===== src/rtl/systolic_acc_collector_pkg.sv =====
// Shared definitions for the systolic accumulator collector: FSM state
// encoding and the accumulator-width helper.
package systolic_acc_collector_pkg;

  typedef enum logic [1:0] {
    IDLE  = 2'd0,
    RUN   = 2'd1,
    SNAP  = 2'd2,
    DRAIN = 2'd3
  } state_t;

  // Accumulator width is twice the PE operand width.
  function automatic int acc_w(input int width);
    return 2 * width;
  endfunction

endpackage


===== src/rtl/systolic_acc_collector.sv =====
// Collects one systolic column of PE accumulators per job. A baseline of the
// PE accumulators is taken at start, the column is snapshotted after the
// MAC steps plus skew have elapsed, and the per-lane deltas are streamed out
// one word per valid/ready handshake.
module systolic_acc_collector
  import systolic_acc_collector_pkg::*;
#(
  parameter int WIDTH = 8,
  parameter int N     = 4
) (
  input  logic                           clk,
  input  logic                           rst,
  input  logic                           i_start,
  input  logic [7:0]                     i_k_len,
  input  logic [N*acc_w(WIDTH)-1:0]      i_mac,
  input  logic                           i_ready,
  output logic [acc_w(WIDTH)-1:0]        o_data,
  output logic                           o_valid,
  output logic                           o_last,
  output logic                           o_busy,
  output logic                           o_done
);

  localparam int ACC_W = acc_w(WIDTH);
  // Wide enough for 255 MAC steps plus the column skew.
  localparam int CNT_W = $clog2(256 + N) + 1;
  localparam int IDX_W = (N > 1) ? $clog2(N) : 1;

  state_t               r_state;
  state_t               w_next_state;
  // i_k_len is captured as the RUN length (k + N) in the wait counter.
  logic [CNT_W-1:0]     r_wait_cnt;
  logic [IDX_W-1:0]     r_idx;
  logic [ACC_W-1:0]     r_base   [N];
  logic [ACC_W-1:0]     r_result [N];
  logic [ACC_W-1:0]     w_lane   [N];
  logic [ACC_W-1:0]     w_diff   [N];
  logic [IDX_W-1:0]     w_idx_nxt;
  logic                 w_hs;
  logic                 w_idx_last;

  assign w_hs       = o_valid & i_ready;
  assign w_idx_last = (r_idx == IDX_W'(N - 1));
  assign w_idx_nxt  = r_idx + IDX_W'(1);

  // Split the packed PE bus into lanes and form the modular per-lane delta.
  always_comb begin
    for (int j = 0; j < N; j++) begin
      w_lane[j] = i_mac[j*ACC_W +: ACC_W];
      w_diff[j] = w_lane[j] - r_base[j];
    end
  end

  // Next-state decode.
  always_comb begin
    w_next_state = r_state;
    case (r_state)
      IDLE:    if (i_start) w_next_state = RUN; else w_next_state = IDLE;
      RUN:     if (r_wait_cnt == CNT_W'(1)) w_next_state = SNAP; else w_next_state = RUN;
      SNAP:    w_next_state = DRAIN;
      DRAIN:   if (w_hs && w_idx_last) w_next_state = IDLE; else w_next_state = DRAIN;
      default: w_next_state = IDLE;
    endcase
  end

  // State register.
  always_ff @(posedge clk or posedge rst) begin
    if (rst) r_state <= IDLE;
    else     r_state <= w_next_state;
  end

  // Wait counter, baseline capture, result snapshot and drain index.
  always_ff @(posedge clk or posedge rst) begin
    if (rst) begin
      r_wait_cnt <= '0;
      r_idx      <= '0;
      for (int j = 0; j < N; j++) begin
        r_base[j]   <= '0;
        r_result[j] <= '0;
      end
    end else begin
      case (r_state)
        IDLE: begin
          if (i_start) begin
            r_wait_cnt <= CNT_W'(i_k_len) + CNT_W'(N);
            for (int j = 0; j < N; j++) r_base[j] <= w_lane[j];
          end
        end
        RUN:  r_wait_cnt <= r_wait_cnt - CNT_W'(1);
        SNAP: begin
          r_idx <= '0;
          for (int j = 0; j < N; j++) r_result[j] <= w_diff[j];
        end
        DRAIN: begin
          if (w_hs && !w_idx_last) r_idx <= w_idx_nxt;
        end
        default: r_idx <= '0;
      endcase
    end
  end

  // Registered stream outputs and status flags.
  always_ff @(posedge clk or posedge rst) begin
    if (rst) begin
      o_data  <= '0;
      o_valid <= 1'b0;
      o_last  <= 1'b0;
      o_busy  <= 1'b0;
      o_done  <= 1'b0;
    end else begin
      o_busy <= (w_next_state != IDLE);
      o_done <= (r_state == DRAIN) && w_hs && w_idx_last;
      case (r_state)
        SNAP: begin
          // Lane 0 comes straight from the delta being stored this edge.
          o_data  <= w_diff[0];
          o_valid <= 1'b1;
          o_last  <= (N == 1);
        end
        DRAIN: begin
          if (w_hs && w_idx_last) begin
            o_valid <= 1'b0;
            o_last  <= 1'b0;
          end else if (w_hs) begin
            o_data <= r_result[w_idx_nxt];
            o_last <= (w_idx_nxt == IDX_W'(N - 1));
          end else begin
            o_data <= o_data;
          end
        end
        default: begin
          o_valid <= 1'b0;
          o_last  <= 1'b0;
        end
      endcase
    end
  end

endmodule


===== config.mk =====
export PLATFORM = sky130hd
export DESIGN_NAME = systolic_acc_collector
export DESIGN_NICKNAME = d
export VERILOG_FILES = /design/src/rtl/systolic_acc_collector_pkg.sv /design/src/rtl/systolic_acc_collector.sv
export SDC_FILE = /design/constraint.sdc
export NUM_CORES = 1
export LEC_CHECK = 0
export ABC_AREA = 1
export CAP_MARGIN = 20
export CORE_MARGIN = 4
export CORE_UTILIZATION = 30
export DETAILED_ROUTE_END_ITERATION = 8
export GPL_TIMING_DRIVEN = 0
export PLACE_DENSITY = 0.6
export SETUP_SLACK_MARGIN = 0.2
export SLEW_MARGIN = 30
export SYNTH_ARGS = -nofsm -noshare
export SYNTH_HDL_FRONTEND = slang
export SYNTH_SLANG_ARGS = --single-unit
export TNS_END_PERCENT = 10

===== constraint.sdc =====
create_clock -name clk -period 4.38 [get_ports clk]
set_input_delay 0.438 -clock clk [delete_from_list [all_inputs] [get_ports clk]]
set_output_delay 0.438 -clock clk [all_outputs]
set_load 0.01 [all_outputs]

[Yosys cells after proc, flatten, opt, wreduce, memory -nomap -nowiden]
Index checks and enable logic that the tools add are counted.
Operators by class
  multipliers: 0
  equal/unequal tests: 12
  reductions and logical operators: 13
  divide/modulo/power cells: 0
  order comparisons: 1
  add/subtract/negate cells: 7
  shift-type cells: 0
  bitwise logic cells: 2
  muxes and demuxes: 19
Operator list (count)
  2-to-1 mux 16 bit: 4
  subtractor 16 bit: 4
  binary-select mux 16 bit (select 2 bit): 1
  case mux 16 bit (2 select lines): 1
  case mux 10 bit (2 select lines): 1
  == test 10 x 1 -> 1 bit (second input constant): 1
  2-to-1 mux 10 bit: 1
  != test 2 bit (second input constant): 5
  subtractor 10 x 1 -> 10 bit (second input constant): 1
  adder 8 x 3 -> 9 bit (second input constant): 1
  == test 2 bit (second input constant): 4
  case mux 2 bit (4 select lines): 1
  2-to-1 mux 2 bit: 3
  AND reduction 2 bit: 3
  nonzero test 2 bit: 3
  2-to-1 mux 1 bit: 5
  logical AND 1 bit: 4
  case mux 2 bit (2 select lines): 1
  >= comparator 3 bit (second input constant): 1
  != test 3 bit (second input constant): 1
  NOT 2 -> 3 bit: 1
  AND reduction 3 bit: 1
  adder 2 x 1 -> 2 bit (second input constant): 1
  == test 2 x 1 -> 1 bit (second input constant): 1
  4 further kinds: 4
Word-level totals
  memories kept: 0
  bits in latches: 0
  ROM bits: 0
  input bits: 76
  output and inout port bits: 20
  register bits: 162
  RAM bits: 0

[Depth between registers and ports, before layout]
Gate-level depths: netlist of the first run.
  depth in word-level cells: 8
  gate-level depth with buffers: 14

[Worst setup path before layout of the first run]
OpenSTA, ideal clock, no wires.
  path type: input-to-reg
  start: in i_mac[32]
  end: reg r_result[30] (netlist bit)
  data required time: 4.262 ns
  setup time: 0.118 ns
  stages: 11
  buffers on the path: 0
  path slack: 2.431 ns
  arrival: 1.831 ns
  path through: inv_1 -> ha_1 -> fa_1 -> o21ai_0 -> nand2_1 -> nand2_1 -> nand2_1 -> nand2_1 -> nand2_1 -> nand3_1 -> nand2_1
On the way
  word-level cells in the longest chain between the ends: 1
RTL lines
  start: declaration: line systolic_acc_collector.sv:15  | input logic [N*acc_w(WIDTH)-1:0] i_mac,
  subtractor 16 bit: line systolic_acc_collector.sv:50  | w_diff[j] = w_lane[j] - r_base[j];
  end signal: indexed assignment: line systolic_acc_collector.sv:79  | r_result[j] <= '0;
  end: declaration: line systolic_acc_collector.sv:35  | logic [ACC_W-1:0] r_result [N];
Every way passes these cells.
A chain may end at the register's enable or synchronous reset.

[Worst setup path after layout of the first run]
  start: reg r_idx[0]
  end: reg o_data[9]
On the way
  word-level cells in the longest chain between the ends: 8
  elaborated cells between the ends (all ways): 12
  those cells by class: add/sub: 1; eq/ne: 2; mux: 6; bitwise: 1; reduce/logical: 2
RTL lines
  start: declaration: line systolic_acc_collector.sv:33  | logic [IDX_W-1:0] r_idx;
  start signal: assignment: line systolic_acc_collector.sv:95  | if (w_hs && !w_idx_last) r_idx <= w_idx_nxt;
  adder 2 x 1 -> 2 bit: line systolic_acc_collector.sv:44  | assign w_idx_nxt = r_idx + IDX_W'(1);
  NOT 2 -> 3 bit (not written as such): line systolic_acc_collector.sv:125  | o_data <= r_result[w_idx_nxt];
  binary-select mux 16 bit (select 2 bit): line systolic_acc_collector.sv:125
  2-to-1 mux 16 bit (not written as such) (2 in a row): line systolic_acc_collector.sv:125
  2-to-1 mux 16 bit: line systolic_acc_collector.sv:124  | end else if (w_hs) begin
  2-to-1 mux 16 bit: line systolic_acc_collector.sv:121  | if (w_hs && w_idx_last) begin
  case mux 16 bit (2 select lines): line systolic_acc_collector.sv:113  | case (r_state)
  end signal: assignment: line systolic_acc_collector.sv:116  | o_data <= w_diff[0];
  end signal: assignment: line systolic_acc_collector.sv:125
  end signal: assignment: line systolic_acc_collector.sv:128  | o_data <= o_data;
  end: declaration: line systolic_acc_collector.sv:17  | output logic [acc_w(WIDTH)-1:0] o_data,
Parallel ways exist; a longest one is shown, timed or not. The select of a mux whose other input is x is not followed.

==> flow_summary.json, run 1 <==
{
  "slew_headroom": 0.433,
  "fillers": 3612,
  "slowest_delay_ps": 430,
  "setup_tns_ps": 0,
  "viasPerCell": 4.64,
  "place_congestion": 0.881,
  "dp_hpwl_um": 23900,
  "p_sw_mw": 0.816,
  "ir_drop_v": 0.000285,
  "grt_pass1_vias": 9180,
  "synth_mux_area_frac": 0,
  "clock_path_buffers": 2,
  "grt_util_all_layers": 0.161,
  "grt_first_pass_wirelength_um": 48900,
  "synth_top_family_by_area": "simple AND/OR/NAND/NOR gates",
  "ys_warn_count": 0,
  "synth-simple-area-share": 0.262,
  "slew_violations": 0,
  "wirelength_um": 30000,
  "drtIter0Drc": 485,
  "rsz0062_at_grt": "no",
  "path_clk_slew_ps": 70,
  "ys_top_cells_by_area": "dfrtp_1, nand2_1, ha_1",
  "synth_edf_count": 0,
  "setup_violations": 0,
  "holdBufCountCts": 0,
  "status": "finished, final reports clean",
  "tightest_slew_ps": 851,
  "yosysTopAreaCell": "dfrtp_1",
  "cts_post_setup_buffers_inserted": 0,
  "skew_ps": 13.6,
  "grt_max_degree": 29,
  "cpMostUsedCell": "inv_1",
  "netlist_instances": 1435,
  "post-route-drc-count": 0,
  "critPathLaunchType": "flop",
  "cts_sinks": 162,
  "wire_per_inst_um": 14.9,
  "fin_total_pwr_mw": 3.35,
  "cellPowerDensity_mw_per_mm2": 267,
  "core_area_mm2": 0.0337,
  "synth_top_area_frac": 0.393,
  "yosysSeqAreaShare": 0.393,
  "cts_resized": 0,
  "cts_tree": "built",
  "seqPwrFrac": 0.446,
  "num_vias": 9346,
  "clkPwrFrac": 0.470,
  "syn_nets": 1580,
  "synth_compound_area_frac": 0.133,
  "netlist_area_mm2": 0.0103,
  "clockRootBuffer": "clkbuf_16",
  "final_cells": 2016,
  "cp_cell_sequence": "buf_2 > inv_1 > buf_2 > ha_1 > inv_1 > clkbuf_1 > o21ai_0 > o22ai_1 > o21ai_0 > inv_1 > nand2_1 > nand2_1",
  "cp_max_fo": 10,
  "endpoint_kind": "flop",
  "antenna_cells": 0,
  "yosys-top-cells-count": "nand2_1, inv_1, dfrtp_1, o21ai_0, nor2_1",
  "io_buffers": 95,
  "finalHoldViolCount": 0,
  "antenna_found_initial": 0,
  "timing.rr.start": "r_idx[0]",
  "die-height_um": 193,
  "dr.pass1.iters": 5,
  "cts_buffers": 17,
  "start_util": 0.306,
  "dieArea_mm2": 0.0374,
  "fin_hold_ws_ps": 399,
  "cp.arrival_ps": 2960,
  "synthAdderAreaFrac": 0.0867,
  "critPathRequiredTime_ps": 4750,
  "layout_min_cycle_time_ps": 2590,
  "synth-xor-area-share": 0.0289,
  "synth.avg_cell_area_um2": 7.18,
  "placementRows": 67,
  "syn_to_final_growth_pct": 21.9,
  "max_freq_mhz": 386,
  "pin_count": 96,
  "htreeDepth": 4,
  "yosys.cell_types.count": 35,
  "synthArstFlopShare": 1.00,
  "p_int_mw": 2.54,
  "hold_path.class": "input pin to async pin",
  "fin_crit_sh": 0.592,
  "cp_num_buf_inv": 6,
  "leakagePower_nw": 6.45,
  "die_x_um": 193,
  "criticalPathCategory": "flop to flop",
  "cp_top_family": "buffers and inverters",
  "finalNetCount": 1700,
  "ys_ff_latch": 162,
  "drive_gt1_frac": 0.0459,
  "slowest_stage": "ha_1",
  "worst_skew_pair.late_latency_ps": 440,
  "swShare": 0.243,
  "startpoint": "r_idx[0]",
  "max-cap-violations": 0,
  "synth_most_common_cell": "nand2_1",
  "ys.flop_type": "dfrtp_1",
  "grt_overflow_total": 0,
  "place_inst": 1984,
  "postRouteAntennaNets": 0,
  "combPwrFrac": 0.084
}
[power groups by stage]
stage	registers, mW	clock network [mW]	logic (mW)
after floorplan	1.52	0	0.139
after global placement	1.52	0	0.270
after detailed placement	1.52	0	0.285
after CTS	1.50	1.61	0.288
after global routing	1.49	1.68	0.318
final	1.50	1.58	0.283
[layout by cell type (no fill, tap or decap), types with 5 or more instances in the layout]
cell / Yosys / layout
a21oi_1: 58 / 58
buf_2: 14 / 14
buf_4: 5 / 5
clkbuf_1: 19 / 22
clkbuf_16: 0 / 17
clkdlybuf4s50_1: 0 / 95
clkinvlp_4: 0 / 5
dfrtp_1: 162 / 162
ha_1: 65 / 65
inv_1: 201 / 200
nand2_1: 473 / 473
nand3_1: 72 / 72
nand3b_1: 10 / 10
nand4_1: 9 / 9
nor2_1: 75 / 75
nor3_1: 13 / 13
o21ai_0: 162 / 162
o21ai_1: 5 / 5
o22ai_1: 16 / 16
xnor2_1: 22 / 22
xor2_1: 12 / 12
[worst paths after layout]
kind,depth (start not counted),slack [ps],to
min reg2reg,2,480,o_data[10]
min,2,400,r_base[58]
max reg2reg,12,1790,o_data[9]
max in group asynchronous,6,2880,r_base[31]
max,12,1790,o_data[9]
min in group clk,2,480,o_data[10]
[worst register-to-register path, stage by stage (launching register included)]
cell	delay, ps
dfrtp_1	350
buf_2	210
inv_1	130
buf_2	200
ha_1	430
inv_1	190
clkbuf_1	350
o21ai_0	210
o22ai_1	160
o21ai_0	100
inv_1	60
nand2_1	80
nand2_1	60
[area by class of cell]
type                       count  area, um2  area share
tap                          448        561      0.0446
multi-input combinational   1025       5260       0.419
buffer                        43        220      0.0175
clock inverter                11        155      0.0124
inverter                     205        773      0.0616
sequential                   162       4050       0.323
timing repair buffer         101       1090      0.0865
clock buffer                  21        450      0.0359
[metal layers]
metal | global-route usage | vias to the layer above | wire length [um]
met5 | 0 | - | 0
met4 | 0.0472 | 0 | 592
met3 | 0.0268 | 30 | 1030
met2 | 0.259 | 164 | 13600
met1 | 0.225 | 4328 | 14800
li1 | - | 4824 | -
[registers in the layout, indices dropped and copies added (netlist names)]
name        count
o_busy          1
o_data         16
r_base         64
r_idx           2
o_last          1
o_valid         1
r_wait_cnt     10
r_state         2
r_result       64
o_done          1
[stage by stage]
stage               setup slack (ps)   util  instance area, um2
finish                          1790  0.373               12600
global route                    1600  0.373               12600
floorplan                       1890      -               10300
detailed placement              1490  0.355               12000
CTS                             1820  0.373               12600
global placement                 349  0.351               11800
[logic make-up (layout without fill, tap and decap cells)]
| logic type | count (synthesis) | after routing |
|---|---|---|
| adders and majority gates | 69 | 69 |
| and+or+nand+nor | 663 | 663 |
| DFF | 162 | 162 |
| AOI/OAI and AO/OA | 259 | 259 |
| xor gates and xnor gates | 34 | 34 |
| buffers and inverters | 248 | 381 |
(Power assumes the default switching activity.)
==> run 2: changes to the inputs <==
==> constraint.sdc (replaced) <==
create_clock -name clk -period 2.25 [get_ports clk]
set_input_delay 0.225 -clock clk [delete_from_list [all_inputs] [get_ports clk]]
set_output_delay 0.225 -clock clk [all_outputs]
set_load 0.01 [all_outputs]
==> flow_summary.json, run 2 (synthesized netlist as in run 1, its figures left out) <==
{
  "criticalPathCategory": "flop to flop",
  "holdBufCountCts": 0,
  "path_clk_slew_ps": 70,
  "clkPwrFrac": 0.469,
  "wirelength_um": 30100,
  "layout_common_cells": "nand2_1, inv_1, dfrtp_1, o21ai_0, clkdlybuf4s50_1",
  "p_sw_mw": 1.58,
  "p_int_mw": 4.95,
  "cpMostUsedCell": "buf_8",
  "wire_per_inst_um": 14.9,
  "placementRows": 67,
  "grt_pass1_vias": 9184,
  "max_freq_mhz": 498,
  "tightest_slew_ps": 852,
  "finalNetCount": 1703,
  "endpoint_kind": "flop",
  "place_inst": 1984,
  "antenna_cells": 0,
  "cp.arrival_ps": 2320,
  "ir_drop_v": 0.000547,
  "drive_gt1_frac": 0.0598,
  "fillers": 3595,
  "core_area_mm2": 0.0337,
  "rr_endpoint": "o_data[0]",
  "seqPwrFrac": 0.446,
  "slew_headroom": 0.432,
  "cts_buffers": 17,
  "htreeDepth": 4,
  "clock_path_buffers": 2,
  "critPathRequiredTime_ps": 2570,
  "hold_path.class": "input pin to async pin",
  "cp_max_fo": 10,
  "grt_max_degree": 29,
  "slowest_delay_ps": 370,
  "postRouteAntennaNets": 0,
  "dieArea_mm2": 0.0374,
  "cellPowerDensity_mw_per_mm2": 514,
  "fin_total_pwr_mw": 6.53,
  "rrSetupSlack_ps": 240,
  "combPwrFrac": 0.085,
  "swShare": 0.242,
  "drtIter0Drc": 517,
  "max-cap-violations": 0,
  "syn_to_final_growth_pct": 23.3,
  "pre_cts_ws_ps": -425,
  "top_regs": "r_base: 64 flops, r_result: 64 flops, o_data: 16 flops",
  "viasPerCell": 4.64,
  "leakagePower_nw": 6.49,
  "die-height_um": 193,
  "finalHoldViolCount": 0,
  "worst_slack_ps": 243,
  "antenna_found_initial": 0,
  "grt_first_pass_wirelength_um": 48900,
  "status": "finished, final reports clean",
  "worst_skew_pair.late_latency_ps": 440,
  "setup_violations": 0,
  "final_cells": 2019,
  "clockRootBuffer": "clkbuf_16",
  "timing.rr.start": "r_idx[0]",
  "num_vias": 9373,
  "dr.pass1.iters": 5,
  "start_util": 0.306,
  "die_x_um": 193,
  "rsz0062_at_grt": "yes",
  "cts_sinks": 162,
  "fin_crit_sh": 0.892,
  "dp_hpwl_um": 23900,
  "io_buffers": 95,
  "pin_count": 96,
  "grt_util_all_layers": 0.161,
  "critPathLaunchType": "flop",
  "fin_hold_ws_ps": 189,
  "slew_violations": 0,
  "layout_min_cycle_time_ps": 2010,
  "setup_tns_ps": 0,
  "cp_cell_sequence": "buf_6 > inv_4 > buf_8 > ha_4 > clkinvlp_4 > buf_8 > buf_12 > o21ai_0 > o22ai_1 > o21ai_1 > nand2_1",
  "r2r_cells": 11,
  "cts_tree": "built",
  "skew_ps": 13.4,
  "place_congestion": 0.881,
  "grt_overflow_total": 0,
  "post-route-drc-count": 0,
  "slowest_stage": "dfrtp_1",
  "mostFrequentLayoutCell": "nand2_1"
}
[run 2: cell count changes in the layout (fill, tap and decap cells not counted), moves of 3 or more]
cell,before,now
fa_2,0,4
fa_1,4,0
o21ai_1,5,16
o21ai_0,162,147
nand2_2,1,4
o21ai_2,0,3
nand2_1,473,470
[run 2: layer usage]
layer / share of wire / track usage
met1: 0.48 / 0.225
met2: 0.46 / 0.260
met3: 0.039 / 0.0268
met4: 0.019 / 0.0472
met5: 0 / 0
[run 2: metrics by stage]
step           cell area, um2   util
2_1_floorplan           10300      -
3_3_place_gp            11800  0.351
3_5_place_dp            12000  0.355
4_1_cts                 12600  0.374
5_1_grt                 12700  0.377
6_report                12700  0.377
[run 2: repair_timing]
item,in CTS,in global routing
gates resized for setup,16,32
endpoints found under the setup margin,37,35
pin swaps,0,7
setup buffers,0,3
[run 2: power by group through the flow]
stage,Sequential [mW],Combinational (mW),Clock (mW)
6_report,2.91,0.557,3.06
2_1_floorplan,2.97,0.271,0
5_1_grt,2.91,0.626,3.27
4_1_cts,2.91,0.561,3.14
3_5_place_dp,2.97,0.555,0
3_3_place_gp,2.97,0.525,0
[run 2: how the worst max path moves through the flow]
| stage | from | slack (ps) | to |
|---|---|---|---|
| floorplan | rst | -30 | o_busy |
| global placement | rst | -1570 | r_base[28] |
| detailed placement | i_mac[32] | -430 | r_result[26] |
| CTS | r_base[0] | 130 | r_result[8] |
| global route | r_idx[0] | 150 | o_data[11] |
| finish | r_idx[0] | 240 | o_data[0] |
[run 2: area by class of cell]
type	count	area [um2]	share of cell area
clock buffer	21	450	0.0355
buffer	43	251	0.0198
tap	448	561	0.0441
clock inverter	11	155	0.0122
multi-input combinational	1025	5330	0.419
sequential	162	4050	0.319
inverter	205	779	0.0614
timing repair buffer	104	1120	0.0885
[run 2: worst max-delay path: cells and delay by family, from the launching register on]
kind                     cells  cell delay, ps
AO/OA/AOI/OAI                3             350
AND/OR/NAND/NOR              1              60
flip-flops                   1             370
adder cells (fa/ha/maj)      1             330
buffers and inverters        6             760
==> run 3: changes to the inputs <==
--- a/config.mk
+++ b/config.mk
@@ -7,7 +7,7 @@
 export LEC_CHECK = 0
 export ABC_AREA = 1
 export CAP_MARGIN = 20
-export CORE_MARGIN = 4
+export CORE_MARGIN = 1.5
 export CORE_UTILIZATION = 30
 export DETAILED_ROUTE_END_ITERATION = 8
 export GPL_TIMING_DRIVEN = 0
==> flow_summary.json, run 3 (synthesized netlist as in run 1, its figures left out) <==
{
  "final_core_util": 0.375,
  "startpoint": "r_idx[0]",
  "htreeDepth": 4,
  "antenna_found_initial": 0,
  "cp_num_buf_inv": 5,
  "fin_total_pwr_mw": 6.51,
  "hold_path.class": "input pin to async pin",
  "grt_max_degree": 28,
  "grt_pass1_vias": 9055,
  "top_regs": "r_base: 64 flops, r_result: 64 flops, o_data: 16 flops",
  "antenna_cells": 0,
  "grt_overflow_total": 0,
  "cp_num_cells": 11,
  "criticalPathCategory": "flop to flop",
  "cts_tree": "built",
  "multi_input_area_mm2": 0.00531,
  "rsz0062_at_grt": "yes",
  "tightest_slew_ps": 796,
  "setup.worst_path.end": "o_data[8]",
  "grt_util_all_layers": 0.171,
  "wire_per_inst_um": 14.6,
  "drtIter0Drc": 632,
  "slew_violations": 0,
  "layout_min_cycle_time_ps": 2110,
  "io_buffers": 95,
  "slowest_delay_ps": 370,
  "die_x_um": 188,
  "leakagePower_nw": 6.49,
  "start_util": 0.306,
  "rrSetupSlack_ps": 140,
  "cts_sinks": 162,
  "layout_common_cells": "nand2_1, inv_1, dfrtp_1, o21ai_0, clkdlybuf4s50_1",
  "timing.rr.start": "r_idx[0]",
  "path_clk_slew_ps": 70,
  "rr_endpoint": "o_data[8]",
  "r2r_cells": 11,
  "dp_hpwl_um": 23600,
  "syn_to_final_growth_pct": 22.7,
  "max-cap-violations": 0,
  "core_area_mm2": 0.0337,
  "cellPowerDensity_mw_per_mm2": 515,
  "post-route-drc-count": 0,
  "place_congestion": 0.894,
  "endpoint_kind": "flop",
  "cp.arrival_ps": 2490,
  "pin_count": 96,
  "slew_headroom": 0.469,
  "finalHoldViolCount": 0,
  "holdBufCountCts": 0,
  "cp_top_family": "buffers and inverters",
  "cp_max_fo": 10,
  "mostFrequentLayoutCell": "nand2_1",
  "setup_tns_ps": 0,
  "ir_drop_v": 0.000544,
  "slowest_stage": "dfrtp_1",
  "setup_violations": 0,
  "worst_skew_pair.late_latency_ps": 440,
  "postRouteAntennaNets": 0,
  "status": "finished, final reports clean",
  "placementRows": 67,
  "viasPerCell": 4.65,
  "num_vias": 9382,
  "fillers": 3598,
  "drive_gt1_frac": 0.0573,
  "skew_ps": 11.2,
  "cp_cell_sequence": "buf_6 > inv_2 > buf_6 > ha_4 > clkbuf_2 > o21ai_0 > o22ai_1 > o21ai_0 > inv_1 > nand2_1 > nand2_1",
  "clockRootBuffer": "clkbuf_16",
  "dr.pass1.iters": 5,
  "critPathRequiredTime_ps": 2630,
  "regArea_mm2": 0.00405,
  "finalNetCount": 1703,
  "wirelength_um": 29500,
  "max_freq_mhz": 473,
  "die-height_um": 188,
  "dieArea_mm2": 0.0355,
  "fin_crit_sh": 0.939,
  "critPathLaunchType": "flop",
  "grt_first_pass_wirelength_um": 47800,
  "clock_path_buffers": 2,
  "cts_buffers": 17
}
## run 3: final cells by class
cell class / count / share of cell area
Timing Repair Buffer: 104 / 0.0877
Sequential cell: 162 / 0.321
Clock inverter: 13 / 0.0119
Clock buffer: 19 / 0.0358
Tap cell: 448 / 0.0443
Buffer: 43 / 0.0188
Multi-Input combinational cell: 1025 / 0.420
Inverter: 205 / 0.0612
## run 3: worst min-delay path by stage
stage	endpoint	cells after the start	startpoint
finish	r_base[60]	2	rst
global route	r_base[59]	2	rst
global placement	r_result[33]	2	r_result[33]
CTS	r_base[59]	2	rst
floorplan	r_base[15]	2	i_mac[63]
detailed placement	o_data[10]	2	o_data[10]
## run 3: per-layer routing
layer	global-route usage	part of all wire	up-vias
met3	0.0238	0.035	28
met2	0.274	0.45	172
met5	0	0	-
met4	0.0540	0.022	0
li1	-	-	4824
met1	0.237	0.49	4358
## run 3: stage by stage
stage	instance area, um2	worst slack, ps	std cells	hold WS, ps
finish	12600	138	2019	197
global route	12600	76.8	2019	244
CTS	12600	30.5	2017	193
detailed placement	12000	-402	1984	466
global placement	11800	-1570	1978	462
floorplan	10300	-31.8	1435	335
## run 3: power breakdown
group,switching [mW],internal (mW),total (mW)
Sequential,0,2.91,2.91
Combinational,0.308,0.250,0.558
Clock,1.33,1.71,3.04
## run 3: worst register-to-register path: cells and delay by family, from the launching register on
kind            cells  cell delay (ps)
buf+inv             5              700
flops               1              370
fa+ha+maj           1              330
compound gates      3              490
simple gates        2              170
## run 3: repair_timing
action / CTS / global route
pin swaps: 0 / 1
gates resized for setup: 14 / 11
setup endpoints to repair: 37 / 36
buffers inserted: 1 / 2
